===== src/rtl/sound_pkg.sv =====
// Sound scheduler shared definitions: sound codes, FSM encoding and per-note tables.
package sound_pkg;

  localparam logic [2:0] CODE_NONE  = 3'd0;
  localparam logic [2:0] CODE_BEEP  = 3'd1;
  localparam logic [2:0] CODE_CHIRP = 3'd2;
  localparam logic [2:0] CODE_OVER  = 3'd3;

  // Silence appended after every sound
  localparam int unsigned GAP_MS = 20;

  typedef enum logic [1:0] {StIdle, StLoad, StTone, StGap} state_e;

  // Note pitch in Hz for a given sound and note index
  function automatic int unsigned note_hz(logic [2:0] code, logic [1:0] idx);
    int unsigned hz;
    case ({code, idx})
      {CODE_BEEP,  2'd0}: hz = 880;
      {CODE_CHIRP, 2'd0}: hz = 660;
      {CODE_CHIRP, 2'd1}: hz = 990;
      {CODE_OVER,  2'd0}: hz = 523;
      {CODE_OVER,  2'd1}: hz = 392;
      {CODE_OVER,  2'd2}: hz = 262;
      default:            hz = 880;
    endcase
    return hz;
  endfunction

  // Note length in milliseconds
  function automatic int unsigned note_ms(logic [2:0] code);
    int unsigned ms;
    case (code)
      CODE_CHIRP: ms = 60;
      CODE_OVER:  ms = 200;
      default:    ms = 80;
    endcase
    return ms;
  endfunction

  // True when idx is the final note of the sound
  function automatic logic note_last(logic [2:0] code, logic [1:0] idx);
    logic last;
    case (code)
      CODE_CHIRP: last = (idx == 2'd1);
      CODE_OVER:  last = (idx == 2'd2);
      default:    last = 1'b1;
    endcase
    return last;
  endfunction

  // Clock cycles per half period of a square wave at hz
  function automatic int unsigned half_cycles(int unsigned clk_hz, int unsigned hz);
    return clk_hz / (2 * hz);
  endfunction

endpackage


===== src/rtl/sound_fifo.sv =====
// Small synchronous request queue with full/empty flags and a content match probe.
module sound_fifo #(
  parameter int unsigned DEPTH = 4,
  parameter int unsigned WIDTH = 3
) (
  input  logic             clk,
  input  logic             rstn,
  input  logic             flush,
  input  logic             push,
  input  logic             pop,
  input  logic [WIDTH-1:0] wdata,
  input  logic [WIDTH-1:0] match,
  output logic [WIDTH-1:0] rdata,
  output logic             full,
  output logic             empty,
  output logic             hit
);

  localparam int unsigned AW = $clog2(DEPTH);

  logic [WIDTH-1:0] mem_q [DEPTH];
  logic [AW-1:0]    wr_ptr_q, rd_ptr_q;
  logic [AW:0]      count_q;
  logic             do_push, do_pop;

  assign full    = (count_q == (AW+1)'(DEPTH));
  assign empty   = (count_q == '0);
  // Full is judged before a same-cycle pop frees a slot
  assign do_push = push && !full;
  assign do_pop  = pop && !empty;
  assign rdata   = mem_q[rd_ptr_q];

  // Flag whether any occupied slot holds the match value
  always_comb begin
    hit = 1'b0;
    for (int i = 0; i < int'(DEPTH); i++) begin
      if ({1'b0, AW'(i) - rd_ptr_q} < count_q && mem_q[i] == match) begin
        hit = 1'b1;
      end
    end
  end

  // Pointer, occupancy and storage update
  always_ff @(posedge clk or negedge rstn) begin
    if (!rstn) begin
      wr_ptr_q <= '0;
      rd_ptr_q <= '0;
      count_q  <= '0;
      for (int i = 0; i < int'(DEPTH); i++) mem_q[i] <= '0;
    end else if (flush) begin
      wr_ptr_q <= '0;
      rd_ptr_q <= '0;
      count_q  <= '0;
    end else begin
      if (do_push) begin
        mem_q[wr_ptr_q] <= wdata;
        wr_ptr_q        <= wr_ptr_q + AW'(1);
      end
      if (do_pop) rd_ptr_q <= rd_ptr_q + AW'(1);
      case ({do_push, do_pop})
        2'b10:   count_q <= count_q + (AW+1)'(1);
        2'b01:   count_q <= count_q - (AW+1)'(1);
        default: count_q <= count_q;
      endcase
    end
  end

endmodule


===== src/rtl/sound_sched.sv =====
// Buzzer sound scheduler: queues sound requests and plays their note sequences.
// Optional build macro SOUND_PREEMPT_EN: a fresh game-over request flushes the
// queue and replaces the sound in progress.
module sound_sched #(
  parameter int unsigned CLK_HZ     = 100_000_000,
  parameter int unsigned FIFO_DEPTH = 4
) (
  input  logic       clk,
  input  logic       rstn,
  input  logic       play_sound,
  input  logic [2:0] sound_code,
  input  logic       mute,
  output logic       buzzer,
  output logic       busy,
  output logic [2:0] cur_code,
  output logic [7:0] drop_cnt
);

  import sound_pkg::*;

  localparam int unsigned MS_CYC   = CLK_HZ / 1000;
  localparam int unsigned HALF_1_0 = half_cycles(CLK_HZ, note_hz(CODE_BEEP, 2'd0));
  localparam int unsigned HALF_2_0 = half_cycles(CLK_HZ, note_hz(CODE_CHIRP, 2'd0));
  localparam int unsigned HALF_2_1 = half_cycles(CLK_HZ, note_hz(CODE_CHIRP, 2'd1));
  localparam int unsigned HALF_3_0 = half_cycles(CLK_HZ, note_hz(CODE_OVER, 2'd0));
  localparam int unsigned HALF_3_1 = half_cycles(CLK_HZ, note_hz(CODE_OVER, 2'd1));
  localparam int unsigned HALF_3_2 = half_cycles(CLK_HZ, note_hz(CODE_OVER, 2'd2));

  // Half-period selection from elaboration-time constants, keeping dividers out of logic
  function automatic logic [31:0] note_half(logic [2:0] code, logic [1:0] idx);
    logic [31:0] h;
    case ({code, idx})
      {CODE_CHIRP, 2'd0}: h = HALF_2_0;
      {CODE_CHIRP, 2'd1}: h = HALF_2_1;
      {CODE_OVER,  2'd0}: h = HALF_3_0;
      {CODE_OVER,  2'd1}: h = HALF_3_1;
      {CODE_OVER,  2'd2}: h = HALF_3_2;
      default:            h = HALF_1_0;
    endcase
    return h;
  endfunction

  state_e      state_q, state_d;
  logic [2:0]  cur_code_q, cur_code_d;
  logic [1:0]  idx_q, idx_d;
  logic [31:0] hp_q, hp_d, pre_q, pre_d, dur_q, dur_d;
  logic        tone_q, tone_d, buzzer_q;
  logic [7:0]  drop_q;

  logic       valid_req, over_active, coalesce, preempt, push_req, drop, pop, ms_tick;
  logic [2:0] fifo_rdata;
  logic       fifo_full, fifo_empty, fifo_hit;

  assign valid_req = play_sound && (sound_code == CODE_BEEP || sound_code == CODE_CHIRP ||
                                    sound_code == CODE_OVER);
  // Game-over already sounding or waiting: repeated strobes collapse into it
  assign over_active = ((state_q != StIdle) && (cur_code_q == CODE_OVER)) || fifo_hit;
  assign coalesce    = valid_req && (sound_code == CODE_OVER) && over_active;
`ifdef SOUND_PREEMPT_EN
  assign preempt = valid_req && (sound_code == CODE_OVER) && !over_active;
`else
  assign preempt = 1'b0;
`endif
  assign push_req = valid_req && !coalesce && !preempt;
  assign drop     = push_req && fifo_full;
  assign ms_tick  = (pre_q == MS_CYC - 1);

  sound_fifo #(
    .DEPTH (FIFO_DEPTH),
    .WIDTH (3)
  ) u_fifo (
    .clk   (clk),
    .rstn  (rstn),
    .flush (preempt),
    .push  (push_req),
    .pop   (pop),
    .wdata (sound_code),
    .match (CODE_OVER),
    .rdata (fifo_rdata),
    .full  (fifo_full),
    .empty (fifo_empty),
    .hit   (fifo_hit)
  );

  // Sequencer next state: note loading, tone generation, ms timing and gap
  always_comb begin
    state_d    = state_q;
    cur_code_d = cur_code_q;
    idx_d      = idx_q;
    hp_d       = hp_q;
    pre_d      = pre_q;
    dur_d      = dur_q;
    tone_d     = 1'b0;
    pop        = 1'b0;
    unique case (state_q)
      StIdle: begin
        cur_code_d = CODE_NONE;
        if (!fifo_empty) begin
          pop        = 1'b1;
          cur_code_d = fifo_rdata;
          idx_d      = 2'd0;
          state_d    = StLoad;
        end
      end
      StLoad: begin
        hp_d    = note_half(cur_code_q, idx_q) - 32'd1;
        dur_d   = note_ms(cur_code_q) - 1;
        pre_d   = '0;
        state_d = StTone;
      end
      StTone: begin
        tone_d = tone_q;
        if (hp_q == '0) begin
          tone_d = ~tone_q;
          hp_d   = note_half(cur_code_q, idx_q) - 32'd1;
        end else begin
          hp_d = hp_q - 32'd1;
        end
        if (ms_tick) begin
          pre_d = '0;
          if (dur_q == '0) begin
            tone_d = 1'b0;
            if (note_last(cur_code_q, idx_q)) begin
              dur_d   = GAP_MS - 1;
              state_d = StGap;
            end else begin
              idx_d   = idx_q + 2'd1;
              state_d = StLoad;
            end
          end else begin
            dur_d = dur_q - 32'd1;
          end
        end else begin
          pre_d = pre_q + 32'd1;
        end
      end
      StGap: begin
        if (ms_tick) begin
          pre_d = '0;
          if (dur_q == '0) begin
            cur_code_d = CODE_NONE;
            state_d    = StIdle;
          end else begin
            dur_d = dur_q - 32'd1;
          end
        end else begin
          pre_d = pre_q + 32'd1;
        end
      end
      default: state_d = StIdle;
    endcase
    if (preempt) begin
      state_d    = StLoad;
      cur_code_d = CODE_OVER;
      idx_d      = 2'd0;
      tone_d     = 1'b0;
      pop        = 1'b0;
    end
  end

  // State, counters, registered buzzer and saturating drop counter
  always_ff @(posedge clk or negedge rstn) begin
    if (!rstn) begin
      state_q    <= StIdle;
      cur_code_q <= CODE_NONE;
      idx_q      <= '0;
      hp_q       <= '0;
      pre_q      <= '0;
      dur_q      <= '0;
      tone_q     <= 1'b0;
      buzzer_q   <= 1'b0;
      drop_q     <= '0;
    end else begin
      state_q    <= state_d;
      cur_code_q <= cur_code_d;
      idx_q      <= idx_d;
      hp_q       <= hp_d;
      pre_q      <= pre_d;
      dur_q      <= dur_d;
      tone_q     <= tone_d;
      buzzer_q   <= tone_d & ~mute;
      if (drop && drop_q != 8'hFF) drop_q <= drop_q + 8'd1;
    end
  end

  assign buzzer   = buzzer_q;
  assign busy     = (state_q != StIdle) || !fifo_empty;
  assign cur_code = cur_code_q;
  assign drop_cnt = drop_q;

endmodule


===== config.mk =====
export PLATFORM = sky130hd
export DESIGN_NAME = sound_sched
export DESIGN_NICKNAME = d
export VERILOG_FILES = /design/src/rtl/sound_pkg.sv /design/src/rtl/sound_fifo.sv /design/src/rtl/sound_sched.sv
export SDC_FILE = /design/constraint.sdc
export NUM_CORES = 1
export LEC_CHECK = 0
export ABC_AREA = 1
export BUFFER_PORTS_ARGS = -buffer_cell sky130_fd_sc_hd__buf_2
export CORE_ASPECT_RATIO = 1.1
export CORE_MARGIN = 2
export CORE_UTILIZATION = 61
export CTS_CLUSTER_DIAMETER = 100
export DETAILED_ROUTE_END_ITERATION = 16
export GPL_TIMING_DRIVEN = 0
export MAX_ROUTING_LAYER = met4
export PLACE_DENSITY = 0.78
export SLEW_MARGIN = 20
export SYNTH_ARGS = -nofsm -noshare
export SYNTH_HDL_FRONTEND = slang
export SYNTH_SLANG_ARGS = --single-unit

===== constraint.sdc =====
create_clock -name clk -period 7.3 [get_ports clk]
set_clock_uncertainty 0.05 [all_clocks]
set_input_delay 1.46 -clock clk [delete_from_list [all_inputs] [get_ports clk]]
set_output_delay 1.46 -clock clk [all_outputs]
set_load 0.03 [all_outputs]

Yosys cells after proc, flatten, opt, wreduce, memory -nomap -nowiden --
Index checks and enable logic that the tools add are counted.
Storage, ports and cells: flip-flop bits (word level) 132, input port bits 7, output and inout bits 13, word-level logic and storage cells 166
Cells by class: add/sub/neg operators 16, magnitude comparators 7, eq/ne operators 32, muxes and demuxes 53, bitwise gates (word level) 5, reduce and logical (&&, ||, !) cells 37
Operators by type and width (count):
- $mux 32 | 11
- $sub 32x1->32 const B | 5
- $pmux 32 s2 | 2
- $pmux 32 s3 | 1
- $pmux 18 s5 | 1
- $logic_not 32->1 | 2
- $add 32x1->32 const B | 1
- $eq 32x17->1 const B | 1
- $eq 5x4->1 const B | 5
- $eq 3x2->1 const B | 8
- $mux 2 | 10
- $mux 3 | 6
- $pmux 8 s2 | 1
- $reduce_and 5->1 | 3
- $logic_and 1x1->1 | 14
- $ne 2x2->1 const B | 7
- $mux 1 | 13
- $bwmux 12 | 1
- $lt 2x3->1 | 4
- $pmux 3 s2 | 2
- $reduce_bool 2->1 | 6
- $add 8x1->8 const B | 1
- $eq 2x2->1 const B | 4
- $ne 8x8->1 const B | 1
- 26 further kinds | 40

Longest topological paths before layout --
depth after elaboration 14, gate-level depth with buffers 20, gate-level depth less buffers 19

Modules after synthesis --
A second synthesis with hierarchy kept.
Second synthesis, totals: cell total of the unflattened synthesis 1454, area total of the unflattened synthesis 9570.4 µm²
By module, submodules not included:
- sound_sched | instances 1, cells an instance 1283, area an instance 8250.4 µm², sequential area each 2827.7 µm²
- sound_fifo | instances 1, cells an instance 171, area an instance 1320.0 µm², sequential area each 475.5 µm²

Worst setup path before layout --
OpenSTA, ideal clock, no wires.
kind input to register, start point input port sound_code[1], end point register u_fifo.count_q[2], library setup time 0.131 ns, data arrival time 2.887 ns, required time 7.119 ns, slack 4.232 ns, cell stages on the path 10, path buffers 0, cells stage by stage nor2_1 -> nor2_1 -> nand2_1 -> a21oi_4 -> nand2_1 -> ha_1 -> fa_1 -> a21oi_1 -> o21ai_0 -> xor2_1
On the way: word-level cells in the longest chain between the ends 11, elaborated cells between the ends (all ways) 15, those cells by class 5 x eq/ne; 1 x mux; 9 x reduce/logical
Ends and longest elaborated chain:
- from (decl) | RTL line sound_sched.sv:11 | input logic [2:0] sound_code,
- $eq 3x1->1 or $eq 3x2->1 (tied branches) | RTL line sound_sched.sv:54 | assign valid_req = play_sound && (sound_code == CODE_BEEP || sound_code == CODE_CHIRP ||
- $logic_or 1x1->1 (2 in a row) | RTL line sound_sched.sv:54
- $logic_and 1x1->1 | RTL line sound_sched.sv:54
- $logic_and 1x1->1 (2 in a row) | RTL line sound_sched.sv:58 | assign coalesce = valid_req && (sound_code == CODE_OVER) && over_active;
- $logic_not 1->1 | RTL line sound_sched.sv:64 | assign push_req = valid_req && !coalesce && !preempt;
- $logic_and 1x1->1 * | RTL line sound_sched.sv:64
- $logic_and 1x1->1 * | RTL line sound_fifo.sv:29 | assign do_push = push && !full;
- $eq 2x1->1 or $eq 2x2->1 (tied branches) | RTL line sound_fifo.sv:60 | case ({do_push, do_pop})
- $pmux 3 s2 or $reduce_bool 2->1 (tied branches)
- to (signal assigned) | RTL line sound_fifo.sv:61 | 2'b10: count_q <= count_q + (AW+1)'(1);
- to (signal assigned) | RTL line sound_fifo.sv:62 | 2'b01: count_q <= count_q - (AW+1)'(1);
- to (signal assigned) | RTL line sound_fifo.sv:63 | default: count_q <= count_q;
- to (decl) | RTL line sound_fifo.sv:23 | logic [AW:0] count_q;
Mark *: on every way between the ends. The rest lies on a longest branch, timed or not. A chain may end at the register's enable or synchronous reset.

Worst setup path in the final report --
start point register u_fifo.rd_ptr_q[1], end point register u_fifo.count_q[2]
On the way: word-level cells in the longest chain between the ends 14, elaborated cells between the ends (all ways) 25, those cells by class 4 x add/sub; 4 x order compare; 2 x eq/ne; 5 x mux; 10 x reduce/logical
Ends and longest elaborated chain:
- from (decl) | RTL line sound_fifo.sv:22 | logic [AW-1:0] wr_ptr_q, rd_ptr_q;
- from (signal assigned) | RTL line sound_fifo.sv:59 | if (do_pop) rd_ptr_q <= rd_ptr_q + AW'(1);
- $sub 1x2->2 | RTL line sound_fifo.sv:37 | if ({1'b0, AW'(i) - rd_ptr_q} < count_q && mem_q[i] == match) begin
- $lt 2x3->1 | RTL line sound_fifo.sv:37
- $logic_and 1x1->1 | RTL line sound_fifo.sv:37
- $mux 1 (3 in a row) | RTL line sound_fifo.sv:37
- $mux 1 * | RTL line sound_fifo.sv:37
- $logic_or 1x1->1 * | RTL line sound_sched.sv:57 | assign over_active = ((state_q != StIdle) && (cur_code_q == CODE_OVER)) || fifo_hit;
- $logic_and 1x1->1 * | RTL line sound_sched.sv:58
- $logic_not 1->1 * | RTL line sound_sched.sv:64
- $logic_and 1x1->1 * | RTL line sound_sched.sv:64
- $logic_and 1x1->1 * | RTL line sound_fifo.sv:29
- $eq 2x1->1 or $eq 2x2->1 (tied branches) | RTL line sound_fifo.sv:60
- $pmux 3 s2 or $reduce_bool 2->1 (tied branches)
Marks and branches as above.

==> run_results.csv <==
group,metric,value,unit
clocking,clk_latency,430,ps
clocking,post-cts-setup-buffers,0,
flow_run,maxCapViolCount,0,
clocking,htreeDepth,4,
yosys,yosysMostFrequentCell,"nand2_1",
timing,tightest_slew,641.2,ps
timing,fin_crit,3485,ps
grt,gr-usage-all-layers,32.22,%
yosys,ys_top_cells_by_area,"dfrtp_1 35%, nand2_1 18%, nor2_1 8.5%, nand3_1 7.1%, inv_1 5.5%",
worst_setup_path,critical_path_required,7550,ps
clocking,root_buffer,"clkbuf_16",
clocking,tritoncts,"done",
yosys,yosysTopAreaCellShare,34.95,%
die,die_h,134.5,um
yosys,synth_edf_count,0,
placement,hpwl,18.06,mm
clocking,cts_resized,0,
die,dieArea,0.01651,mm^2
timing,maxSlewHeadroom,57.26,%
route,drc,0,
clocking,clk_pin_slew,60,ps
grt,grt_pass1_vias,8811,
timing,hold_viol,0,
die,row_count,47,
yosys,ys.flop_type,"dfrtp_1",
route,drtIter0Drc,847,
cells_and_area,layout-drive-gt1-share,7.370,%
timing,holdWs,448.9,ps
timing,setup_viol,0,
min_path,worstHoldPathType,"flip-flop to flip-flop",
worst_setup_path,critPathLaunchType,"flip-flop",
placement,place_congestion,0.9583,
route,wl_per_cell,14.73,um
timing,tns,0,ps
clocking,cts_buffers,17,
placement,port_buffers,19,
grt,grt_max_degree,73,
die,die_x,122.7,um
yosys,async_flop_share,100.0,%
yosys,yosysWarnings,0,
yosys,synth_cells,1428,
timing,max_clock_freq,0.2869,GHz
cells_and_area,area_growth,10.50,%
die,start_util,62.53,%
run_status,status,"finished clean",
grt,antenna_found_initial,0,
timing,finalCritPeriodShare,47.74,%
route,vias,9330,
clocking,clockBufferDepth,2,
cells_and_area,num_antenna_cells,0,
grt,grt_pass1_wl,41.48,mm
worst_setup_path,crit_path_end_kind,"flip-flop",
worst_setup_path,crit_type,"flip-flop to flip-flop",
clocking,clock_sinks,132,
yosys,synth-seq-cells,132,
yosys,yosysSeqAreaShare,34.95,%
route,firstDrtPassIters,5,
route,wirelength,24.67,mm
timing,rsz0062_at_grt,"no",
worst_setup_path,cp_max_fo,9,
cells_and_area,nNetsFinal,1498,
yosys,synth_commonest_cells,"447 x nand2_1, 215 x nor2_1, 139 x inv_1, 135 x nand3_1, 132 x dfrtp_1",
pwr,p_leak,0.005474,uW
pwr,ir_drop,0.1633,mV
yosys,synth_area_leader_cell,"dfrtp_1",
yosys,synth_area_per_cell,6.618,um^2
die,coreArea,0.01511,mm^2
yosys,syn_area,0.009450,mm^2
die,ios,20,
grt,grt-ovfl-total,0,
pwr,powerDensity,184.8,mW/mm^2
yosys,synth_nets,1459,
route,postRouteAntennaNets,0,
timing,drv_slew,0,
worst_setup_path,crit_arrival,3740,ps
clocking,hold_buffers,0,
yosys,synth.distinct_cells,44,
cells_and_area,fillers,1359,
route,viasPerCell,5.570,
-- per-stage QoR --
| step | setup slack [ps] | util (%) | instances | power, uW | cell area [um^2] |
|---|---|---|---|---|---|
| 3_3_place_gp | 2849 | 64.78 | 1643 | 1026 | 9791 |
| 6_report | 3815 | 69.10 | 1675 | 1930 | 10440 |
| 3_5_place_dp | 3866 | 65.03 | 1644 | 1038 | 9828 |
| 2_1_floorplan | 4232 | - | 1428 | 969.9 | 9450 |
| 4_1_cts | 3822 | 69.10 | 1675 | 1934 | 10440 |
| 5_1_grt | 3398 | 69.10 | 1675 | 2003 | 10440 |
-- final timing paths --
check,from,to,slack (ps),cells after the start
worst max-delay path,u_fifo.rd_ptr_q[1],u_fifo.count_q[2],3810,19
worst min-delay path,hp_q[0],hp_q[0],450,2
worst max register to register,u_fifo.rd_ptr_q[1],u_fifo.count_q[2],3810,19
worst min register to register,hp_q[0],hp_q[0],450,2
max in group asynchronous,rstn,drop_cnt[3],5570,2
min in group asynchronous,rstn,dur_q[27],900,1
-- power breakdown --
| group | switching, uW | internal [uW] |
|---|---|---|
| Sequential | 46.3 | 772 |
| Clock | 341 | 564 |
| Combinational | 135 | 72.0 |
-- cell type report --
cell class	instances	area (um^2)	share of cell area (%)
Tap cell	196	245.2	2.348
Buffer	36	197.7	1.893
Clock inverter	11	147.6	1.414
Timing Repair Buffer	20	132.6	1.270
Multi-Input combinational cell	1116	5408	51.79
Clock buffer	20	466.7	4.469
Sequential cell	132	3303	31.63
Inverter	144	541.8	5.188
-- state kept, by name, indices dropped and copies added (netlist names), 3 cells and up --
signal	flops
cur_code	3
drop_cnt	8
dur_q	32
hp_q	32
pre_q	32
u_fifo.count_q	3
u_fifo.mem_q	12
-- kinds of logic (layout without fill, tap and decap cells) --
group,after synthesis,after routing,share of synthesized area (%)
and+or+nand+nor,935,935,42.99
buffers and inverters,180,231,7.825
DFF,132,132,34.95
AOI/OAI and AO/OA,103,103,5.971
xor gates and xnor gates,54,54,5.005
adders and majority gates,24,24,3.257
-- routing by layer --
metal / global-route usage (%) / wire [um] / up-vias
met5: - / 0 / -
met4: 10.60 / 586 / 0
met3: 4.561 / 1400 / 52
met2: 51.44 / 11750 / 317
met1: 42.24 / 10930 / 4293
li1: - / - / 4668
-- cells in the final DEF (no fill, tap or decap), types with 2 or more instances in the layout --
cell type	n
clkbuf_2	4
inv_1	139
o21ai_0	72
bufinv_16	3
a21oi_1	13
clkbuf_16	17
nand2_2	4
nor4_1	5
buf_6	4
nand3_1	135
o21bai_1	5
clkbuf_1	13
nor3_1	34
xnor2_1	9
nand3_2	4
nor2_2	11
nand2_1	447
or2_2	5
buf_1	5
nor2_4	4
ha_1	23
nand3b_1	4
nand4_1	56
buf_2	22
nand2_4	3
a41oi_1	3
buf_4	6
nor3b_1	2
inv_6	3
clkinv_2	4
clkbuf_8	3
inv_2	3
o21ai_1	6
nor2_1	215
dfrtp_1	132
xor2_1	45
-- worst max-delay path, cell delays in order, from the launching register on --
cell	delay, ps
dfrtp_1	360
clkbuf_1	290
clkinv_1	320
nand2_1	130
nand2_1	80
ha_1	280
inv_1	40
nor2_1	70
nand2_1	50
nand2_1	50
nor2_1	40
nor2_1	90
nand2_1	110
a21oi_4	270
nand2_1	140
ha_1	240
fa_1	380
a21oi_1	120
o21ai_0	110
xor2_1	150
Power figures use the tool's default switching activity.
